<file path="src/rtl/vga_timing_pkg.sv">
// Shared timing defaults and types for the 640x480@60 scan generator and its
// sprite-position shadow register.
package vga_timing_pkg;

  localparam int unsigned H_VISIBLE = 640;
  localparam int unsigned H_FP      = 16;
  localparam int unsigned H_SYNC    = 96;
  localparam int unsigned H_BP      = 48;
  localparam int unsigned V_VISIBLE = 480;
  localparam int unsigned V_FP      = 10;
  localparam int unsigned V_SYNC    = 2;
  localparam int unsigned V_BP      = 33;

  localparam int unsigned H_TOTAL     = H_VISIBLE + H_FP + H_SYNC + H_BP;
  localparam int unsigned V_TOTAL     = V_VISIBLE + V_FP + V_SYNC + V_BP;
  localparam int unsigned COMMIT_LINE = V_VISIBLE;

  typedef enum logic {
    IDLE    = 1'b0,
    PENDING = 1'b1
  } pos_state_t;

  typedef logic [9:0] coord_t;

endpackage

</file>
<file path="src/rtl/vga_pos_shadow.sv">
// Per-frame shadow of the sprite position: writes collect in a pending slot and
// move to obj_x/obj_y only on the commit strobe, so drawers see a frame-stable value.
module vga_pos_shadow
  import vga_timing_pkg::*;
(
  input  logic   vga_clk,
  input  logic   reset_n,
  input  logic   pos_wr,
  input  coord_t pos_x,
  input  coord_t pos_y,
  input  logic   commit,
  output coord_t obj_x,
  output coord_t obj_y,
  output logic   pos_ack
);

  pos_state_t state_q, state_d;
  coord_t     pend_x_q, pend_x_d;
  coord_t     pend_y_q, pend_y_d;
  coord_t     obj_x_q, obj_x_d;
  coord_t     obj_y_q, obj_y_d;
  logic       ack_q, ack_d;

  always_ff @(posedge vga_clk or negedge reset_n) begin
    if (!reset_n) begin
      state_q  <= IDLE;
      pend_x_q <= '0;
      pend_y_q <= '0;
      obj_x_q  <= '0;
      obj_y_q  <= '0;
      ack_q    <= 1'b0;
    end else begin
      state_q  <= state_d;
      pend_x_q <= pend_x_d;
      pend_y_q <= pend_y_d;
      obj_x_q  <= obj_x_d;
      obj_y_q  <= obj_y_d;
      ack_q    <= ack_d;
    end
  end

  always_comb begin
    state_d  = state_q;
    pend_x_d = pend_x_q;
    pend_y_d = pend_y_q;
    obj_x_d  = obj_x_q;
    obj_y_d  = obj_y_q;
    ack_d    = 1'b0;
    if (commit && state_q == PENDING) begin
      obj_x_d = pend_x_q;
      obj_y_d = pend_y_q;
      ack_d   = 1'b1;
      state_d = IDLE;
    end
    // A write on the commit cycle is held over: the commit above used the old slot.
    if (pos_wr) begin
      pend_x_d = pos_x;
      pend_y_d = pos_y;
      state_d  = PENDING;
    end
  end

  assign obj_x   = obj_x_q;
  assign obj_y   = obj_y_q;
  assign pos_ack = ack_q;

endmodule

</file>
<file path="src/rtl/vga_timing_gen.sv">
// Pixel-scan producer: free-running h/v counters, registered position/sync/blank
// decode (one cycle behind the counters) and the frame-synchronous position shadow.
module vga_timing_gen
  import vga_timing_pkg::coord_t;
#(
  parameter int unsigned H_VISIBLE = vga_timing_pkg::H_VISIBLE,
  parameter int unsigned H_FP      = vga_timing_pkg::H_FP,
  parameter int unsigned H_SYNC    = vga_timing_pkg::H_SYNC,
  parameter int unsigned H_BP      = vga_timing_pkg::H_BP,
  parameter int unsigned V_VISIBLE = vga_timing_pkg::V_VISIBLE,
  parameter int unsigned V_FP      = vga_timing_pkg::V_FP,
  parameter int unsigned V_SYNC    = vga_timing_pkg::V_SYNC,
  parameter int unsigned V_BP      = vga_timing_pkg::V_BP
) (
  input  logic       vga_clk,
  input  logic       reset_n,
  input  logic       pos_wr,
  input  logic [9:0] pos_x,
  input  logic [9:0] pos_y,
  output logic [9:0] DrawX,
  output logic [9:0] DrawY,
  output logic       blank,
  output logic       hs,
  output logic       vs,
  output logic       frame_start,
  output logic [9:0] obj_x,
  output logic [9:0] obj_y,
  output logic       pos_ack,
  output logic [7:0] frame_cnt
);

  localparam coord_t H_VIS    = coord_t'(H_VISIBLE);
  localparam coord_t H_SYNC_S = coord_t'(H_VISIBLE + H_FP);
  localparam coord_t H_SYNC_E = coord_t'(H_VISIBLE + H_FP + H_SYNC);
  localparam coord_t H_LAST   = coord_t'(H_VISIBLE + H_FP + H_SYNC + H_BP - 1);
  localparam coord_t V_VIS    = coord_t'(V_VISIBLE);
  localparam coord_t V_SYNC_S = coord_t'(V_VISIBLE + V_FP);
  localparam coord_t V_SYNC_E = coord_t'(V_VISIBLE + V_FP + V_SYNC);
  localparam coord_t V_LAST   = coord_t'(V_VISIBLE + V_FP + V_SYNC + V_BP - 1);

  coord_t     hc_q, hc_d, vc_q, vc_d;
  coord_t     draw_x_q, draw_y_q;
  logic       blank_q, blank_d;
  logic       hs_q, hs_d, vs_q, vs_d;
  logic       fs_q, fs_d;
  logic [7:0] frame_cnt_q, frame_cnt_d;
  logic       commit;

  always_ff @(posedge vga_clk or negedge reset_n) begin
    if (!reset_n) begin
      hc_q        <= '0;
      vc_q        <= '0;
      draw_x_q    <= '0;
      draw_y_q    <= '0;
      blank_q     <= 1'b0;
      hs_q        <= 1'b1;
      vs_q        <= 1'b1;
      fs_q        <= 1'b0;
      frame_cnt_q <= '0;
    end else begin
      hc_q        <= hc_d;
      vc_q        <= vc_d;
      draw_x_q    <= hc_q;
      draw_y_q    <= vc_q;
      blank_q     <= blank_d;
      hs_q        <= hs_d;
      vs_q        <= vs_d;
      fs_q        <= fs_d;
      frame_cnt_q <= frame_cnt_d;
    end
  end

  always_comb begin
    hc_d = hc_q + 10'd1;
    vc_d = vc_q;
    if (hc_q == H_LAST) begin
      hc_d = '0;
      vc_d = (vc_q == V_LAST) ? '0 : vc_q + 10'd1;
    end
    blank_d     = (hc_q < H_VIS) && (vc_q < V_VIS);
    hs_d        = !((hc_q >= H_SYNC_S) && (hc_q < H_SYNC_E));
    vs_d        = !((vc_q >= V_SYNC_S) && (vc_q < V_SYNC_E));
    fs_d        = (hc_q == '0) && (vc_q == '0);
    frame_cnt_d = frame_cnt_q + {7'd0, fs_d};
    // First pixel of vertical blank: drawers are idle, so the position may move.
    commit      = (hc_q == '0) && (vc_q == V_VIS);
  end

  vga_pos_shadow u_pos_shadow (
    .vga_clk (vga_clk),
    .reset_n (reset_n),
    .pos_wr  (pos_wr),
    .pos_x   (pos_x),
    .pos_y   (pos_y),
    .commit  (commit),
    .obj_x   (obj_x),
    .obj_y   (obj_y),
    .pos_ack (pos_ack)
  );

  assign DrawX       = draw_x_q;
  assign DrawY       = draw_y_q;
  assign blank       = blank_q;
  assign hs          = hs_q;
  assign vs          = vs_q;
  assign frame_start = fs_q;
  assign frame_cnt   = frame_cnt_q;

endmodule

</file>
<file path="config.mk">
export PLATFORM = sky130hd
export DESIGN_NAME = vga_timing_gen
export DESIGN_NICKNAME = d
export VERILOG_FILES = /design/src/rtl/vga_timing_pkg.sv /design/src/rtl/vga_pos_shadow.sv /design/src/rtl/vga_timing_gen.sv
export SDC_FILE = /design/constraint.sdc
export NUM_CORES = 1
export LEC_CHECK = 0
export ABC_AREA = 1
export CAP_MARGIN = 20
export CORE_MARGIN = 8
export CORE_UTILIZATION = 35
export DETAILED_ROUTE_END_ITERATION = 8
export SLEW_MARGIN = 20
export SYNTH_ARGS = -nofsm -noshare
export SYNTH_HDL_FRONTEND = slang
export SYNTH_HIERARCHICAL = 1
export SYNTH_SLANG_ARGS = --single-unit
</file>
<file path="constraint.sdc">
create_clock -name vga_clk -period 2.2 [get_ports vga_clk]
set_input_delay 0.44 -clock vga_clk [delete_from_list [all_inputs] [get_ports vga_clk]]
set_output_delay 0.44 -clock vga_clk [all_outputs]
set_load 0.02 [all_outputs]
</file>
# After elaboration in Yosys (flattened, before gate mapping)

Index checks and enable logic that the tools add are counted.

Flip-flop bits (word level): 94
Output and inout port bits: 53
Word-level logic and storage cells: 43
Input bits: 23

$lt $le $gt $ge: 6
$add $sub $neg: 3
Eq/ne operators: 3
Mux-type cells: 5
Reductions and logical operators: 11

Operators by type and width:

| cell                                                                                 | number |
|---|---|
| 10-bit by 1-bit adder with 10-bit output, second input constant                      | 2 |
| 10-bit == test, second input constant                                                | 2 |
| 10-bit logical NOT                                                                   | 2 |
| 10-bit < comparator, second input constant                                           | 2 |
| 10-bit by 9-bit < comparator with 1-bit output, second input constant                | 2 |
| 10-bit two-way mux                                                                   | 2 |
| 10-bit by 9-bit == test with 1-bit output, second input constant                     | 1 |
| 10-bit greater-or-equal comparator, second input constant                            | 1 |
| 10-bit by 9-bit greater-or-equal comparator with 1-bit output, second input constant | 1 |
| 8-bit by 1-bit adder with 8-bit output                                               | 1 |
| 1-bit logical AND                                                                    | 6 |
| 1-bit two-way mux                                                                    | 3 |
| 1-bit logical NOT                                                                    | 2 |
| 2-bit nonzero test                                                                   | 1 |

# Logic depth before layout (Yosys ltp)

Gate-level depths: netlist (run 1).

Depth after elaboration: 5
Gate-level depth with buffers: 11
Gate-level depth less buffers: 11

# Cells and area by module

The synthesis (run 1) kept the hierarchy.

Modules (own cells, without submodules):

| module         | area each (µm²) | instances | seq. area each (µm²) | cells each |
|---|---|---|---|---|
| vga_timing_gen | 2,119.5         | 1         | 1,303.8              | 213 |
| vga_pos_shadow | 1,596.5         | 1         | 1,051.0              | 177 |

# Worst setup path before layout (run 1)

No wires, ideal clock.

Kind: register to register
Start: register vc_q[0]
End: register frame_cnt_q[6] (netlist: frame_cnt[6])
Path buffers: 0
Setup slack: 287 ps
Arrival time: 1,834 ps
Library setup time: 80 ps
Cell stages (with the launch flop): 12
Data required time: 2,120 ps
Period minus slack after synthesis: 1,913 ps
Cells stage by stage: dfrtp_1 > inv_1 > ha_1 > inv_1 > nor4_1 > nand2_1 > nor2_1 > ha_1 > ha_1 > nand3_1 > nor2_1 > xor2_1

Cells in the longest elaborated chain, start to end: 3

RTL lines:

| element                                | line                 | source |
|---|---|---|
| start, declared                        | vga_timing_gen.sv:41 | `coord_t hc_q, hc_d, vc_q, vc_d;` |
| start signal, assigned                 | vga_timing_gen.sv:62 | `vc_q <= vc_d;` |
| 10-bit logical NOT                     | vga_timing_gen.sv:83 | `fs_d = (hc_q == '0) && (vc_q == '0);` |
| 1-bit logical AND                      | vga_timing_gen.sv:83 |  |
| named net fs_d                         | vga_timing_gen.sv:45 | `logic fs_q, fs_d;` |
| 8-bit by 1-bit adder with 8-bit output | vga_timing_gen.sv:84 | `frame_cnt_d = frame_cnt_q + {7'd0, fs_d};` |
| named net frame_cnt_d[6]               | vga_timing_gen.sv:46 | `logic [7:0] frame_cnt_q, frame_cnt_d;` |
| end signal, assigned                   | vga_timing_gen.sv:69 | `frame_cnt_q <= frame_cnt_d;` |
| end, declared                          | vga_timing_gen.sv:46 |  |

The timed path passes the listed nets, and every way through them passes these cells.
A chain may end at the register's enable or synchronous reset.

# Worst setup path after layout (run 1)

Start: register vc_q[1]
End: register frame_cnt_q[5] (netlist: frame_cnt[5])

The elaborated chain is that of the path after synthesis.

==> out/metrics.yaml, run 1 <==
status:
  status: "completed"
worst_setup_path:
  cp_max_fo: 4
  max_stage_delay_ns: 0.42
  crit_chain: "inv_1, ha_4, inv_1, nor4_1, nand2_1, nor2_2, ha_2, nand3_2, nor2_2, buf_4, nand2_1, xnor2_1"
  critPathCapture: "frame_cnt[5]"
  slowest_stage: "dfrtp_1"
  cp_top_family: "simple AND/OR/NAND/NOR gates"
  ff2ff_path_depth: 12
  worstSetupStartpoint: "vc_q[1]"
  r2r_setup_slack_ns: 0.11
  rr_startpoint: "vc_q[1]"
  critPathRequiredTime_ns: 2.45
  cp_num_buf_inv: 3
  r2r-end: "frame_cnt[5]"
  cp-end-kind: "flip-flop"
  crit_type: "reg -> reg"
  cp.depth: 12
  cp.arrival_ns: 2.34
  crit_path_start_kind: "flip-flop"
grt:
  grt-ovfl-total: 0
  grt_pass1_vias: 2882
  grt_max_degree: 48
  grt.total_usage: 0.125
  grt_pass1_wl_um: 14500
  antenna_found_initial: 0
die:
  start_util: 0.360
  die_h_um: 119
  core_um2: 10300
  chipWidth_um: 119
  dieArea_um2: 14200
  pin_count: 76
  num_rows: 37
cells_and_area:
  regArea_um2: 2350
  antennaDiodeCount: 0
  drive_gt1_frac: 0.0971
  mostFrequentLayoutCells: "nand2_1, dfrtp_1, clkdlybuf4s50_1"
  multi_input_area_um2: 1230
  nets: 508
  final-instance-count-excl-fill: 620
  num-fill-cells: 956
  final_common_cell: "nand2_1"
  area_growth_pct: 33.5
clocking:
  clkTransAtPathRegs_ns: 0.10
  clk_path_buf_depth: 2
  cts_sinks: 94
  cts_buffers: 9
  htree_levels: 3
  clock_latency_ns: 0.35
  clock-root-buffer: "clkbuf_8"
  cts_tree: "done"
logic_synthesis:
  synth.top_cell.area_share: 0.620
  ys_types: 21
  seq_area_frac_synth: 0.634
  synth_nets: 419
  syn_area_per_cell_um2: 9.53
  synth-seq-cells: 94
  synth-async-reset-ratio: 1.00
  synth_area_leader_cell: "dfrtp_1"
  syn_inst: 390
  synth-edff-count: 0
  yosys_warnings: 6
  syn-cell-area_um2: 3720
  synthFlopType: "dfrtp_1"
  netlist_top_cells_area: "dfrtp_1, nand2_1, nand3_1, nor2_1, inv_1"
sta:
  setup_violations: 0
  skew_ns: 0.0146
  slew_headroom: 0.617
  fmax_mhz: 478
  worst_pin_slew_ns: 0.575
  setup-tns-final_ns: 0
  slew_violations: 0
  min_period_ns: 2.09
  hold_viol: 0
  finalCritPeriodShare: 0.952
place:
  dp_hpwl_um: 6150
  dp_cells: 600
  finalWeightedCongestion: 0.918
  numPortBuffers: 75
worst_hold_path:
  hp-class: "in -> async"
pwr:
  vdd_drop_max_mv: 0.392
  power.leakage_nw: 2.43
  p_per_area_nw_per_um2: 666
drt:
  antenna_left: 0
  vias: 2871
  drtIter0Drc: 185
  postRouteWirelength_um: 8770
  dr.pass1.iters: 4
  drc: 0
  viasPerCell: 4.63
  post_drt_wl_per_cell_um: 14.1
flow_run:
  max-cap-violations: 0
-- routing by layer --
metal	up-vias	wire, um	GRT usage
met5	-	0	0
met4	0	80	0.0308
met2	78	4150	0.197
met3	7	505	0.0406
li1	1409	-	-
met1	1377	4040	0.162
-- through the flow --
step | utilization | instance area (um2) | hold slack (ns) | power, mW | setup WS (ns)
floorplan | - | 3720 | 0.144 | 1.84 | 0.287
global placement | 0.450 | 4650 | 0.407 | 1.94 | 0.136
detailed placement | 0.450 | 4650 | 0.414 | 1.94 | 0.0627
CTS | 0.474 | 4900 | 0.0804 | 3.36 | 0.0449
global route | 0.481 | 4960 | 0.104 | 3.45 | -0.0215
finish | 0.481 | 4960 | 0.0734 | 3.31 | 0.107
-- synthesized netlist by cell type (4+ instances only) --
cell / count
ha_1: 6
nor2_1: 30
o21ai_0: 9
inv_1: 29
nand4_1: 7
nand3_1: 37
buf_2: 10
xnor2_1: 4
xor2_1: 9
dfrtp_1: 92
nor3_1: 7
nand2_1: 137
-- registers in the layout, indices dropped and copies added (netlist names) --
name and flops:
u_pos_shadow/pend_x_q 10, u_pos_shadow/pend_y_q 10, u_pos_shadow/state_q 1, blank 1, hc_q 10, vs 1
u_pos_shadow/obj_x 10, frame_start 1, u_pos_shadow/obj_y 10, u_pos_shadow/pos_ack 1, DrawX 10, hs 1
vc_q 10, frame_cnt 8, DrawY 10
-- worst min-delay path by stage --
stage,endpoint
5_1_grt,u_pos_shadow/obj_x[4]
3_5_place_dp,DrawY[8]
6_report,u_pos_shadow/obj_x[4]
3_3_place_gp,DrawY[0]
4_1_cts,u_pos_shadow/obj_x[4]
2_1_floorplan,DrawX[0]
-- final cells by class --
cell class,count,area share
Timing Repair Buffer,89,0.172
Inverter,29,0.0219
Clock inverter,7,0.0252
Tap cell,136,0.0343
Multi-Input combinational cell,256,0.247
Sequential cell,94,0.475
Clock buffer,9,0.0250
-- logic make-up after synthesis --
group                    Yosys count  synth area share
adder cells (fa/ha/maj)            6            0.0202
AO/OA/AOI/OAI                     12            0.0168
buffers and inverters             40            0.0458
XOR/XNOR                          13            0.0306
flip-flops                        94             0.634
AND/OR/NAND/NOR                  225             0.253
-- power by group --
group          leakage (nW)  internal [mW]  switching [mW]
combinational          1.08         0.0553          0.0709
clock                 0.125          0.772           0.632
sequential             1.23           1.76          0.0168
total                  2.43           2.59           0.720
-- timing repair --
action,4_1_cts,5_1_grt
buffers inserted,0,4
gates resized for setup,0,10
hold endpoints to repair,0,0
hold buffers,0,0
endpoints found under the setup margin,0,4
(Power assumes the default switching activity.)
==> inputs of run 2 (changes only) <==
- CORE_MARGIN: 8 -> not set
==> run 2 against run 1 <==
  * Non-clock buffer count down 1
  * Highest routed layer unchanged
  * Core utilization decreased by 0.42 points
  * Die area down 22%
  * Power down 6.6%
  * Combinational power about the same
  * Cell count down 0.16%
  * Clock power fell by 15%
  * Design area fell by 0.88%
  * Clock-buffer cell count up 3
  * Register-to-register slack improved by 0.13 ns
==> out/metrics.yaml, run 2 (synthesized netlist as in run 1, its figures left out) <==
worst_setup_path:
  cp.arrival_ns: 2.24  # -0.10 ns
  crit_type: "reg -> reg"
  crit_path_start_kind: "flip-flop"
  critPathRequiredTime_ns: 2.48  # +0.03 ns
  ff2ff_path_depth: 10  # -2
  crit_chain: "inv_2, nand3_2, nor4_2, nand2_1, nor2_2, ha_2, ha_2, nand3_1, nor2_2, xor2_1"
  cp_num_buf_inv: 1  # -2
  max_stage_delay_ns: 0.43  # about the same
  cp.depth: 10  # -2
  cp-end-kind: "flip-flop"
  slowest_stage: "dfrtp_1"
  cp_max_fo: 5  # +1
  cp_top_family: "simple AND/OR/NAND/NOR gates"
drt:
  vias: 2851  # -0.70%
  drc: 0  # unchanged
  post_drt_wl_per_cell_um: 12.9  # -8.5%
  antenna_left: 0  # unchanged
  postRouteWirelength_um: 8010  # -8.6%
  drtIter0Drc: 148  # -20%
  dr.pass1.iters: 4  # unchanged
  viasPerCell: 4.61  # -0.54%
cells_and_area:
  final_common_cell: "nand2_1"
  nets: 507  # -0.20%
  area_growth_pct: 32.4
  num-fill-cells: 985  # +3.0%
  final_util: 0.476  # -0.00424
  antennaDiodeCount: 0  # unchanged
  mostFrequentLayoutCells: "nand2_1, dfrtp_1, clkdlybuf4s50_1"
  drive_gt1_frac: 0.0952  # -0.00187
  stdcell_area_um2: 4920  # -0.88%
grt:
  use_met2: 0.251  # +0.0541
  grt-ovfl-total: 0  # unchanged
  grt_busiest_layer: "met2"
  antenna_found_initial: 0  # unchanged
  met3_usage: 0.0293  # -0.0113
  grt.total_usage: 0.156  # +0.0311
  grt_pass1_wl_um: 13600  # -6.4%
  grt_pass1_vias: 2860  # -0.76%
  use_met1: 0.207  # +0.0445
  grt_max_degree: 60  # +25%
place:
  numPortBuffers: 75  # unchanged
  dpl_cell_area_um2: 4650  # about the same
  finalWeightedCongestion: 0.874  # -4.8%
  dp_hpwl_um: 5490  # -11%
die:
  die_h_um: 105  # -12%
  pin_count: 76  # unchanged
  core_um2: 10300  # unchanged
  dieArea_um2: 11000  # -22%
  chipWidth_um: 105  # -12%
  num_rows: 37  # unchanged
  start_util: 0.360  # unchanged
sta:
  worst_pin_slew_ns: 0.421  # -0.154 ns
  skew_ns: 0.0128  # -0.00183 ns
  setup_violations: 0  # unchanged
  min_period_ns: 1.97  # -0.128 ns
  finalCritPeriodShare: 0.893  # -0.0583
  slew_headroom: 0.719  # +0.103
  fmax_mhz: 509  # +6.5%
  hold_viol: 0  # unchanged
  slew_violations: 0  # unchanged
  rsz0062_at_grt: "false"
  setup-tns-final_ns: 0  # unchanged
clocking:
  htree_levels: 3  # unchanged
  cts_buffers: 9  # unchanged
  clkTransAtPathRegs_ns: 0.10  # about the same
  cts_tree: "done"
  clock_latency_ns: 0.36  # about the same
  cts_sinks: 94  # unchanged
  clock-root-buffer: "clkbuf_8"
  clk_path_buf_depth: 2  # unchanged
pwr:
  p_per_area_nw_per_um2: 628  # -5.7%
  vdd_drop_max_mv: 0.265  # -32%
  power_mw: 3.09  # -6.6%
  power.leakage_nw: 2.40  # -1.4%
worst_hold_path:
  hp-class: "in -> async"
status:
  status: "completed"
flow_run:
  max-cap-violations: 0  # unchanged
-- run 2: cell type report --
type,instances,area (um2),area share
sequential,94,2360,0.479
multi-input combinational,256,1210,0.247
timing repair buffer,88,861,0.175
tap,136,170,0.0346
clock buffer,12,155,0.0315
inverter,29,109,0.0221
clock inverter,4,53.8,0.0109
-- run 2: what timing repair did --
item                       in CTS  in global routing
hold buffers                    1                  0
gates resized for setup         0                 11
hold endpoints to repair        2                  0
setup endpoints to repair       0                  4
setup buffers                   0                  4
-- run 2: per-stage QoR --
step	setup slack (ns)	hold slack, ns	instances
finish	0.235	0.410	619
CTS	0.0437	0.402	615
global route	0.00486	0.401	619
global placement	0.139	0.242	598
detailed placement	0.0781	0.242	598
floorplan	0.287	0.144	390
-- run 2: power by group --
| part | internal [mW] | total (mW) | leakage, nW | switching, mW |
|---|---|---|---|---|
| logic | 0.0569 | 0.128 | 1.07 | 0.0708 |
| registers | 1.76 | 1.77 | 1.23 | 0.0161 |
| clock network | 0.593 | 1.19 | 0.0992 | 0.594 |
| total | 2.41 | 3.09 | 2.40 | 0.681 |
-- run 2: metal layers --
layer / up-vias / share of wire
met3: 15 / 0.038
met1: 1372 / 0.48
met5: - / 0
met2: 66 / 0.47
met4: 0 / 0.019
li1: 1398 / -
-- run 2: worst reg2reg max path: stages (launching register included) --
cell and delay (ns):
dfrtp_1 0.43, inv_2 0.09, nand3_2 0.10, nor4_2 0.26, nand2_1 0.13, nor2_2 0.12
ha_2 0.19, ha_2 0.18, nand3_1 0.12, nor2_2 0.14, xor2_1 0.14
-- run 2: final timing paths --
check / from / end / slack, ns
setup / recovery: hc_q[5] / frame_cnt[6] / 0.23
hold / removal: reset_n / u_pos_shadow/obj_x[4] / 0.41
setup reg to reg: hc_q[5] / frame_cnt[6] / 0.23
hold reg to reg: vc_q[0] / DrawY[0] / 0.42
max in group asynchronous: reset_n / vc_q[1] / 1.19
min in group vga_clk: vc_q[0] / DrawY[0] / 0.42
